<file path="src/rtl/ps2_kbd_rx.sv">
// ps2_kbd_rx: PS/2 keyboard receiver with full frame checking, E0/F0
// prefix decoding and a first-word-fall-through event FIFO.
//
// Handshake: the head event (evt_code/evt_ext/evt_break) is valid while
// evt_valid=1 and holds steady until the cycle in which evt_valid and
// evt_ready are both high; that cycle's rising clk edge pops it.
//
// state_dbg exposes the frame FSM state (0=IDLE 1=DATA 2=PARITY 3=STOP).
module ps2_kbd_rx #(
  parameter int SYNC_STAGES  = 3,
  parameter int FIFO_DEPTH   = 8,
  parameter int TIMEOUT_CYC  = 50000,
  parameter int CHECK_PARITY = 1
) (
  input  logic                          clk,
  input  logic                          rst_n,
  input  logic                          ps2_clk,
  input  logic                          ps2_data,
  output logic [7:0]                    evt_code,
  output logic                          evt_ext,
  output logic                          evt_break,
  output logic                          evt_valid,
  input  logic                          evt_ready,
  output logic [$clog2(FIFO_DEPTH):0]   fifo_count,
  output logic                          overflow,
  output logic                          frame_err,
  input  logic                          err_clr,
  output logic [1:0]                    state_dbg
);

  localparam int PW = $clog2(FIFO_DEPTH);
  localparam int CW = PW + 1;
  localparam int TW = $clog2(TIMEOUT_CYC) + 1;
  localparam logic [TW-1:0] TO_LAST = TW'(TIMEOUT_CYC - 1);
  localparam logic [CW-1:0] FULL_CNT = CW'(FIFO_DEPTH);

  typedef enum logic [1:0] {
    IDLE   = 2'd0,
    DATA   = 2'd1,
    PARITY = 2'd2,
    STOP   = 2'd3
  } state_t;

  // ---------------------------------------------------------------------
  // Input synchronisers
  // ---------------------------------------------------------------------
  logic [SYNC_STAGES-1:0] clk_sync_q, clk_sync_d;
  logic [SYNC_STAGES-1:0] dat_sync_q, dat_sync_d;
  logic                   clk_prev_q, clk_prev_d;
  logic                   clk_s, data_s, neg;

  // Shift raw pins into the synchroniser chains
  always_comb begin
    clk_sync_d = {clk_sync_q[SYNC_STAGES-2:0], ps2_clk};
    dat_sync_d = {dat_sync_q[SYNC_STAGES-2:0], ps2_data};
    clk_prev_d = clk_sync_q[SYNC_STAGES-1];
  end

  // Synchroniser registers; idle-high so reset never fakes a falling edge
  always_ff @(posedge clk or negedge rst_n) begin
    if (!rst_n) begin
      clk_sync_q <= '1;
      dat_sync_q <= '1;
      clk_prev_q <= 1'b1;
    end else begin
      clk_sync_q <= clk_sync_d;
      dat_sync_q <= dat_sync_d;
      clk_prev_q <= clk_prev_d;
    end
  end

  assign clk_s  = clk_sync_q[SYNC_STAGES-1];
  assign data_s = dat_sync_q[SYNC_STAGES-1];
  assign neg    = clk_prev_q & ~clk_s;

  // ---------------------------------------------------------------------
  // Frame FSM
  // ---------------------------------------------------------------------
  state_t          state_q, state_d;
  logic [2:0]      bit_cnt_q, bit_cnt_d;
  logic [7:0]      shreg_q, shreg_d;
  logic            parity_q, parity_d;
  logic [TW-1:0]   to_cnt_q, to_cnt_d;
  logic            byte_stb_q, byte_stb_d;
  logic [7:0]      byte_q, byte_d;
  logic            frame_err_q, frame_err_d;
  logic            parity_ok;

  // Odd parity across data and parity bit, or always accepted when disabled
  assign parity_ok = (CHECK_PARITY == 0) || (^{shreg_q, parity_q});

  // Next-state logic: advance on each ps2_clk falling edge, abort on timeout
  always_comb begin
    state_d     = state_q;
    bit_cnt_d   = bit_cnt_q;
    shreg_d     = shreg_q;
    parity_d    = parity_q;
    to_cnt_d    = to_cnt_q;
    byte_stb_d  = 1'b0;
    byte_d      = byte_q;
    frame_err_d = 1'b0;

    if (neg) begin
      to_cnt_d = '0;
      case (state_q)
        IDLE: begin
          if (!data_s) begin
            state_d   = DATA;
            bit_cnt_d = 3'd0;
          end else begin
            frame_err_d = 1'b1;
          end
        end
        DATA: begin
          shreg_d[bit_cnt_q] = data_s;
          if (bit_cnt_q == 3'd7) begin
            state_d = PARITY;
          end else begin
            bit_cnt_d = bit_cnt_q + 3'd1;
          end
        end
        PARITY: begin
          parity_d = data_s;
          state_d  = STOP;
        end
        STOP: begin
          state_d = IDLE;
          if (data_s && parity_ok) begin
            byte_stb_d = 1'b1;
            byte_d     = shreg_q;
          end else begin
            frame_err_d = 1'b1;
          end
        end
        default: state_d = IDLE;
      endcase
    end else if (state_q != IDLE) begin
      if (to_cnt_q == TO_LAST) begin
        // Host stopped clocking mid-frame: drop the partial byte
        state_d     = IDLE;
        to_cnt_d    = '0;
        frame_err_d = 1'b1;
      end else begin
        to_cnt_d = to_cnt_q + 1'b1;
      end
    end else begin
      to_cnt_d = '0;
    end
  end

  // Frame FSM registers
  always_ff @(posedge clk or negedge rst_n) begin
    if (!rst_n) begin
      state_q     <= IDLE;
      bit_cnt_q   <= 3'd0;
      shreg_q     <= 8'h00;
      parity_q    <= 1'b0;
      to_cnt_q    <= '0;
      byte_stb_q  <= 1'b0;
      byte_q      <= 8'h00;
      frame_err_q <= 1'b0;
    end else begin
      state_q     <= state_d;
      bit_cnt_q   <= bit_cnt_d;
      shreg_q     <= shreg_d;
      parity_q    <= parity_d;
      to_cnt_q    <= to_cnt_d;
      byte_stb_q  <= byte_stb_d;
      byte_q      <= byte_d;
      frame_err_q <= frame_err_d;
    end
  end

  assign frame_err = frame_err_q;
  assign state_dbg = state_q;

  // ---------------------------------------------------------------------
  // Prefix decoder
  // ---------------------------------------------------------------------
  logic       ext_pend_q, ext_pend_d;
  logic       brk_pend_q, brk_pend_d;
  logic       push_req;
  logic [9:0] push_evt;

  // Collect E0/F0 prefixes and emit one event per non-prefix byte
  always_comb begin
    ext_pend_d = ext_pend_q;
    brk_pend_d = brk_pend_q;
    push_req   = 1'b0;
    push_evt   = {ext_pend_q, brk_pend_q, byte_q};
    if (frame_err_q) begin
      // A broken frame may have been the code a prefix belonged to
      ext_pend_d = 1'b0;
      brk_pend_d = 1'b0;
    end else if (byte_stb_q) begin
      if (byte_q == 8'hE0) begin
        ext_pend_d = 1'b1;
      end else if (byte_q == 8'hF0) begin
        brk_pend_d = 1'b1;
      end else begin
        push_req   = 1'b1;
        ext_pend_d = 1'b0;
        brk_pend_d = 1'b0;
      end
    end
  end

  // Prefix flag registers
  always_ff @(posedge clk or negedge rst_n) begin
    if (!rst_n) begin
      ext_pend_q <= 1'b0;
      brk_pend_q <= 1'b0;
    end else begin
      ext_pend_q <= ext_pend_d;
      brk_pend_q <= brk_pend_d;
    end
  end

  // ---------------------------------------------------------------------
  // Event FIFO (first-word fall-through, register storage)
  // ---------------------------------------------------------------------
  logic [9:0]    mem_q [FIFO_DEPTH];
  logic [9:0]    mem_d [FIFO_DEPTH];
  logic [PW-1:0] wr_ptr_q, wr_ptr_d;
  logic [PW-1:0] rd_ptr_q, rd_ptr_d;
  logic [CW-1:0] count_q, count_d;
  logic          overflow_q, overflow_d;
  logic          full, pop, do_push, ovf_set;

  assign full    = (count_q == FULL_CNT);
  assign pop     = evt_valid & evt_ready;
  // A pop in the same cycle frees the slot the push needs
  assign do_push = push_req & (~full | pop);
  assign ovf_set = push_req & full & ~pop;

  // FIFO pointer, count, storage and overflow update
  always_comb begin
    mem_d    = mem_q;
    wr_ptr_d = wr_ptr_q;
    rd_ptr_d = rd_ptr_q;
    count_d  = count_q;
    if (do_push) begin
      mem_d[wr_ptr_q] = push_evt;
      wr_ptr_d        = wr_ptr_q + 1'b1;
    end
    if (pop) begin
      rd_ptr_d = rd_ptr_q + 1'b1;
    end
    case ({do_push, pop})
      2'b10:   count_d = count_q + 1'b1;
      2'b01:   count_d = count_q - 1'b1;
      default: count_d = count_q;
    endcase
    // A fresh drop wins over a clear in the same cycle
    if (ovf_set) begin
      overflow_d = 1'b1;
    end else if (err_clr) begin
      overflow_d = 1'b0;
    end else begin
      overflow_d = overflow_q;
    end
  end

  // FIFO registers
  always_ff @(posedge clk or negedge rst_n) begin
    if (!rst_n) begin
      for (int i = 0; i < FIFO_DEPTH; i++) begin
        mem_q[i] <= 10'h000;
      end
      wr_ptr_q   <= '0;
      rd_ptr_q   <= '0;
      count_q    <= '0;
      overflow_q <= 1'b0;
    end else begin
      mem_q      <= mem_d;
      wr_ptr_q   <= wr_ptr_d;
      rd_ptr_q   <= rd_ptr_d;
      count_q    <= count_d;
      overflow_q <= overflow_d;
    end
  end

  assign evt_valid  = (count_q != '0);
  assign fifo_count = count_q;
  assign overflow   = overflow_q;
  assign evt_code   = mem_q[rd_ptr_q][7:0];
  assign evt_break  = mem_q[rd_ptr_q][8];
  assign evt_ext    = mem_q[rd_ptr_q][9];

endmodule

</file>
<file path="config.mk">
export PLATFORM = sky130hd
export DESIGN_NAME = ps2_kbd_rx
export DESIGN_NICKNAME = d
export VERILOG_FILES = /design/src/rtl/ps2_kbd_rx.sv
export SDC_FILE = /design/constraint.sdc
export NUM_CORES = 1
export LEC_CHECK = 0
export ABC_CLOCK_PERIOD_IN_PS = 5650
export BUFFER_PORTS_ARGS = -buffer_cell sky130_fd_sc_hd__buf_4
export CORE_ASPECT_RATIO = 0.8
export CORE_UTILIZATION = 25
export CTS_CLUSTER_DIAMETER = 200
export DETAILED_ROUTE_END_ITERATION = 8
export GPL_ROUTABILITY_DRIVEN = 0
export HOLD_SLACK_MARGIN = 0.1
export PLACE_DENSITY = 0.45
export SLEW_MARGIN = 40
export SYNTH_ARGS = -nofsm -noshare
export SYNTH_HDL_FRONTEND = slang
export SYNTH_SLANG_ARGS = --single-unit
</file>
<file path="constraint.sdc">
create_clock -name clk -period 5.65 [get_ports clk]
set_input_delay 1.13 -clock clk [delete_from_list [all_inputs] [get_ports clk]]
set_output_delay 1.13 -clock clk [all_outputs]
set_load 0.03 [all_outputs]
</file>
* Word-level counts from Yosys, hierarchy flattened
Index checks and enable logic that the tools add are counted.
** Operators by class
- Add/subtract/negate cells :: 6
- $lt $le $gt $ge :: 5
- Equality and inequality tests :: 16
- Mux-type cells :: 45
- Bitwise gates (word level) :: 11
- Reduce and logical (&&, ||, !) cells :: 20
** Operators with widths (number)
- 80-bit bitwise mux :: 1
- 17-bit two-way mux :: 3
- 10-bit binary-select mux with 3-bit select :: 1
- 10-bit demux with 3-bit select :: 1
- 10-bit two-way mux :: 3
- 1-bit two-way mux :: 23
- 17-bit by 1-bit adder with 17-bit output, second input constant :: 1
- 17-bit by 16-bit == test with 1-bit output, second input constant :: 1
- 8-bit == test, second input constant :: 2
- 2-bit nonzero test :: 7
- 2-bit two-way mux :: 5
- 3-bit by 1-bit adder with 3-bit output, second input constant :: 3
- 3-bit != test, second input constant :: 3
- 9-bit parity :: 1
- 8-bit bitwise mux :: 1
- 4-bit >= comparator, second input constant :: 2
- 3-bit NOT with 4-bit output :: 2
- 2-bit case mux with 4 select lines :: 1
- 4-bit case mux with 2 select lines :: 1
- 2-bit AND reduction :: 4
- 4-bit AND reduction :: 2
- 2-bit == test, second input constant :: 3
- 3-bit two-way mux :: 2
- 2-bit != test, second input constant :: 3
- 18 further kinds :: 27
** Storage, ports and cells
- Bits in registers :: 141
- Bits of input ports :: 6
- Output and inout bits :: 19
- Word-level logic and storage cells :: 128

* Longest topological paths before layout
- Word-level depth :: 8
- Mapped depth :: 11

* Least setup slack after synthesis
OpenSTA, ideal clock, no wires.
- Path type :: register to register
- Start point :: register count_q[1], in the netlist fifo_count[1]
- End point :: register count_q[2], in the netlist fifo_count[2]
- Data arrival time :: 2.592 ns
- Setup slack :: 2.922 ns
- Cell stages (with the launch flop) :: 11
- Path buffers :: 0
- Clock period less this slack :: 2.728 ns
- Path through :: dfrtp_1 -> or4_1 -> nand2_1 -> inv_1 -> ha_1 -> xor2_1 -> ha_1 -> a21oi_1 -> xnor2_1 -> nand2_1 -> xnor2_1
** Between the ends
- Cells in the longest elaborated chain, start to end :: 6
- Elaborated cells on any way between the ends :: 12
- Classes of those cells :: 2 x add/sub; 3 x eq/ne; 1 x mux; 4 x bitwise; 2 x reduce/logical
** RTL lines
- start, declared :: RTL line 226 : logic [CW-1:0] count_q, count_d;
- start signal, assigned :: RTL line 278 : count_q <= count_d;
- 4-bit nonzero test * :: RTL line 283 : assign evt_valid = (count_q != '0);
- via evt_valid :: RTL line 22 : output logic evt_valid,
- 1-bit AND * :: RTL line 231 : assign pop = evt_valid & evt_ready;
- via pop :: RTL line 228 : logic full, pop, do_push, ovf_set;
- 1-bit bitwise OR :: RTL line 233 : assign do_push = push_req & (~full | pop);
- 1-bit AND :: RTL line 233
- 2-bit by 1-bit == test with 1-bit output / 2-bit == test (equally long branches) :: RTL line 249 : case ({do_push, pop})
- 4-bit case mux with 2 select lines / 2-bit nonzero test (equally long branches)
The timed path passes the listed nets; every way through them passes the cells marked *.
A chain may end at the register's enable or synchronous reset.

* Worst setup path in the final report
- Start point :: register rd_ptr_q[0]
- End point :: output port evt_code[2]
** Between the ends
- Cells in the longest elaborated chain, start to end :: 4
** RTL lines
- start, declared :: RTL line 225 : logic [PW-1:0] rd_ptr_q, rd_ptr_d;
- start signal, assigned :: RTL line 277 : rd_ptr_q <= rd_ptr_d;
- 3-bit NOT with 4-bit output (implied by the code) :: RTL line 286 : assign evt_code = mem_q[rd_ptr_q][7:0];
- 10-bit binary-select mux with 3-bit select :: RTL line 286
- 10-bit two-way mux (2 in a row)
- end, declared :: RTL line 19 : output logic [7:0] evt_code,
No other way between the ends. The select of a mux whose other input is x is not followed.

==> impl_results.md <==
- Layout cell share with drive strength beyond 1: 0.4008
- Initial antenna violation count: 0
- Crit path max-delay family: multiplexers
- CTS tree: done
- Final ANT Viol Nets: 0
- Relative slew slack: 0.4869
- Vias per inst: roughly 4.4
- VDD IR max: 0.2334 mV
- Status: finished clean
- Crit path cell chain: buf_4 > mux4_2 > mux2_2 > buf_4
- Critical Path RT: 4.52 ns
- Post-DP HPWL: about 9000 µm
- Core ar.: approximately 0.026 mm²
- Synthesized Nets: 492
- Die ar.: about 0.027 mm²
- CP Capture Type: output port
- Period minus WS final: approximately 3.3 ns
- Row Count: 52
- Worst Hold Class: reg -> reg
- DRC viols: 0
- Post-synth top flop: dfrtp_1
- Die Wd: 183.2 µm
- Most frequent CP cell: buf_4
- Post-CTS resize count: 0
- Fmax: 300.0 MHz
- Clk_lat worst skew: 0.43 ns
- Buf/Inv on CP: 2
- Mapped Cells: roughly 470
- Async SR Flop Fraction: 1.000
- Clk_skew: 0.01117 ns
- Mean post-synth cell area: 13.86 µm²
- Clock root buffer: clkbuf_16
- R2R setup slack: 3.09 ns
- CP Launch Type: flip-flop
- Die Y: 147.0 µm
- Post-DR wirelength/cell: about 16 µm
- First-pass GRT wire length: between 20000 and 25000 µm
- Fill cells: roughly 2600
- Post-synthesis sequential area ratio: 0.5384
- Commonest non-fill, non-tap cell in the layout: dfrtp_1
- CP max FO: 22
- Final nets: 519
- # Post-CTS Setup Buffers: 0
- Io pins: 25
- EDFF count, synth: 0
- Inserted Diodes: 0
- Clk pin slew, worst setup/hold paths: ~0.060 ns
- Area delta synth->final: 18.00%
- MaxCap Viol Count: 0
- Pin count of the biggest net entering global routing: 65
- Data arrival, critical path: 2.20 ns
- TNS Setup: 0 ns
- Yosys cell types: 52
- Crit path largest cell delay: 0.57 ns
- CP max-delay cell: mux4_2
- Vias in the first global route: around 4000
- Routed WL: 13850 µm
- Most frequent cells in the layout: dfrtp_1, mux2_2, buf_4
- Design Area, Final: 0.007752 mm²
- Cell Area, Synth: 0.006570 mm²
- Port Buffer Count: 24
- DR vias: 3786
- Initial DRT Pass Iterations: 4
- YS warnings: 0
- Fin crit share: 0.5901
- Initial Utilization: 0.2569
- Hold-fix buffers, CTS: 0
- Pwr dens: a little under 400 mW/mm²
- GRT Util Overall: 0.1152
- Kind of critical path: reg -> out
- GR Overflow Total: 0
- Clock sinks: 141
- Tightest Pin Transition: around 0.77 ns
- H-Tree Depth: 4
- Clock buffer count from CTS: 17
- Placed cell areas: just over 0.007 mm²
- Max clock buf depth: 2
- Fin. Hold Viols: 0
- Drt initial violations: between 150 and 200
- RSZ-0062 raised after global routing: no
- FF+latch count, synth: 141
- Lkg Pwr: 3.595 nW
- Final setup violation count: 0
- Fin. max-slew vios: 0
[state kept, by name, indices dropped and copies added (netlist names)]
name,flops
mem_q,80
to_cnt_q,17
byte_q,8
shreg_q,8
fifo_count,4
bit_cnt_q,3
clk_sync_q,3
dat_sync_q,3
rd_ptr_q,3
wr_ptr_q,3
state_dbg,2
brk_pend_q,1
byte_stb_q,1
clk_prev_q,1
ext_pend_q,1
frame_err,1
overflow,1
parity_q,1
[worst register-to-register path, cell delays in order, from the launching register on]
cell and delay, ns:
dfrtp_1 0.51, nor3b_1 0.27, nand4_2 0.28, nand3_1 0.31, ha_1 0.31, xor2_1 0.10, ha_1 0.18, a21oi_1 0.15
xnor2_1 0.13, nand2_1 0.08, xnor2_1 0.12
[metrics by stage]
step | hold WS [ns] | power, mW | setup slack (ns) | std cells | util
after floorplan | 0.3452 | 1.754 | 2.922 | 474 | -
after global placement | 0.3470 | 1.912 | 2.565 | 830 | 0.2775
after detailed placement | 0.3472 | 1.939 | 2.608 | 833 | 0.2794
after CTS | 0.3560 | 3.107 | 2.242 | 865 | 0.3030
after global routing | 0.3596 | 3.247 | 2.178 | 865 | 0.3032
final | 0.3549 | 3.058 | 2.316 | 865 | 0.3032
[kinds of logic after synthesis]
group / Yosys count / synth area share
mux: 133 / 0.2620
flops: 141 / 0.5384
compound gates: 19 / 0.01943
simple gates: 107 / 0.09065
fa+ha+maj: 12 / 0.02285
buf+inv: 33 / 0.02380
xor+xnor: 29 / 0.04285
[layout make-up]
cell class              instances  area, µm²  share of cell area
clock inverters                15      177.7             0.02292
clock buffers                  17      425.4             0.05487
multi-input cells             300       2882              0.3717
well taps                     351      439.2             0.05665
flip-flops and latches        141       3538              0.4564
repair buffers                 29      245.2             0.03163
inverters                      12      45.04            0.005810
[final timing paths]
| path | start | end | cells after the start |
|---|---|---|---|
| worst max-delay path | rd_ptr_q[0] | evt_code[2] | 4 |
| worst min-delay path | clk_sync_q[1] | clk_sync_q[2] | 0 |
| worst max register to register | byte_q[5] | fifo_count[2] | 10 |
| worst min register to register | clk_sync_q[1] | clk_sync_q[2] | 0 |
| max in group asynchronous | rst_n | to_cnt_q[13] | 3 |
| min in group asynchronous | rst_n | mem_q[39] | 1 |
[cells in the mapped netlist, drive strengths merged, types with 6 or more instances]
| cell | n | area, µm² |
|---|---|---|
| ha | 12 | 150.1 |
| dfstp | 7 | 183.9 |
| nor3 | 6 | 41.29 |
| xor2 | 14 | 122.6 |
| nand2 | 22 | 85.09 |
| inv | 12 | 45.04 |
| dfrtp | 134 | 3353 |
| nand4 | 9 | 68.81 |
| buf | 8 | 61.31 |
| mux4 | 20 | 450.4 |
| xnor2 | 13 | 113.9 |
| clkbuf | 13 | 50.04 |
| nor2 | 28 | 110.1 |
| mux2 | 112 | 1261 |
| nand3 | 16 | 90.09 |
[per-layer routing]
layer / track usage / vias to the layer above / share of wire
met3: 0.03223 / 19 / 0.032
met2: 0.1667 / 50 / 0.45
met5: 0 / - / 0
met4: 0.05167 / 0 / 0.018
li1: - / 1760 / -
met1: 0.1597 / 1957 / 0.50
[report_power, final]
group	switching, mW	internal, mW
registers	0.185	1.11
logic	0.313	0.303
clock network	0.486	0.666
Note: power is estimated with default switching activity, not from simulation.
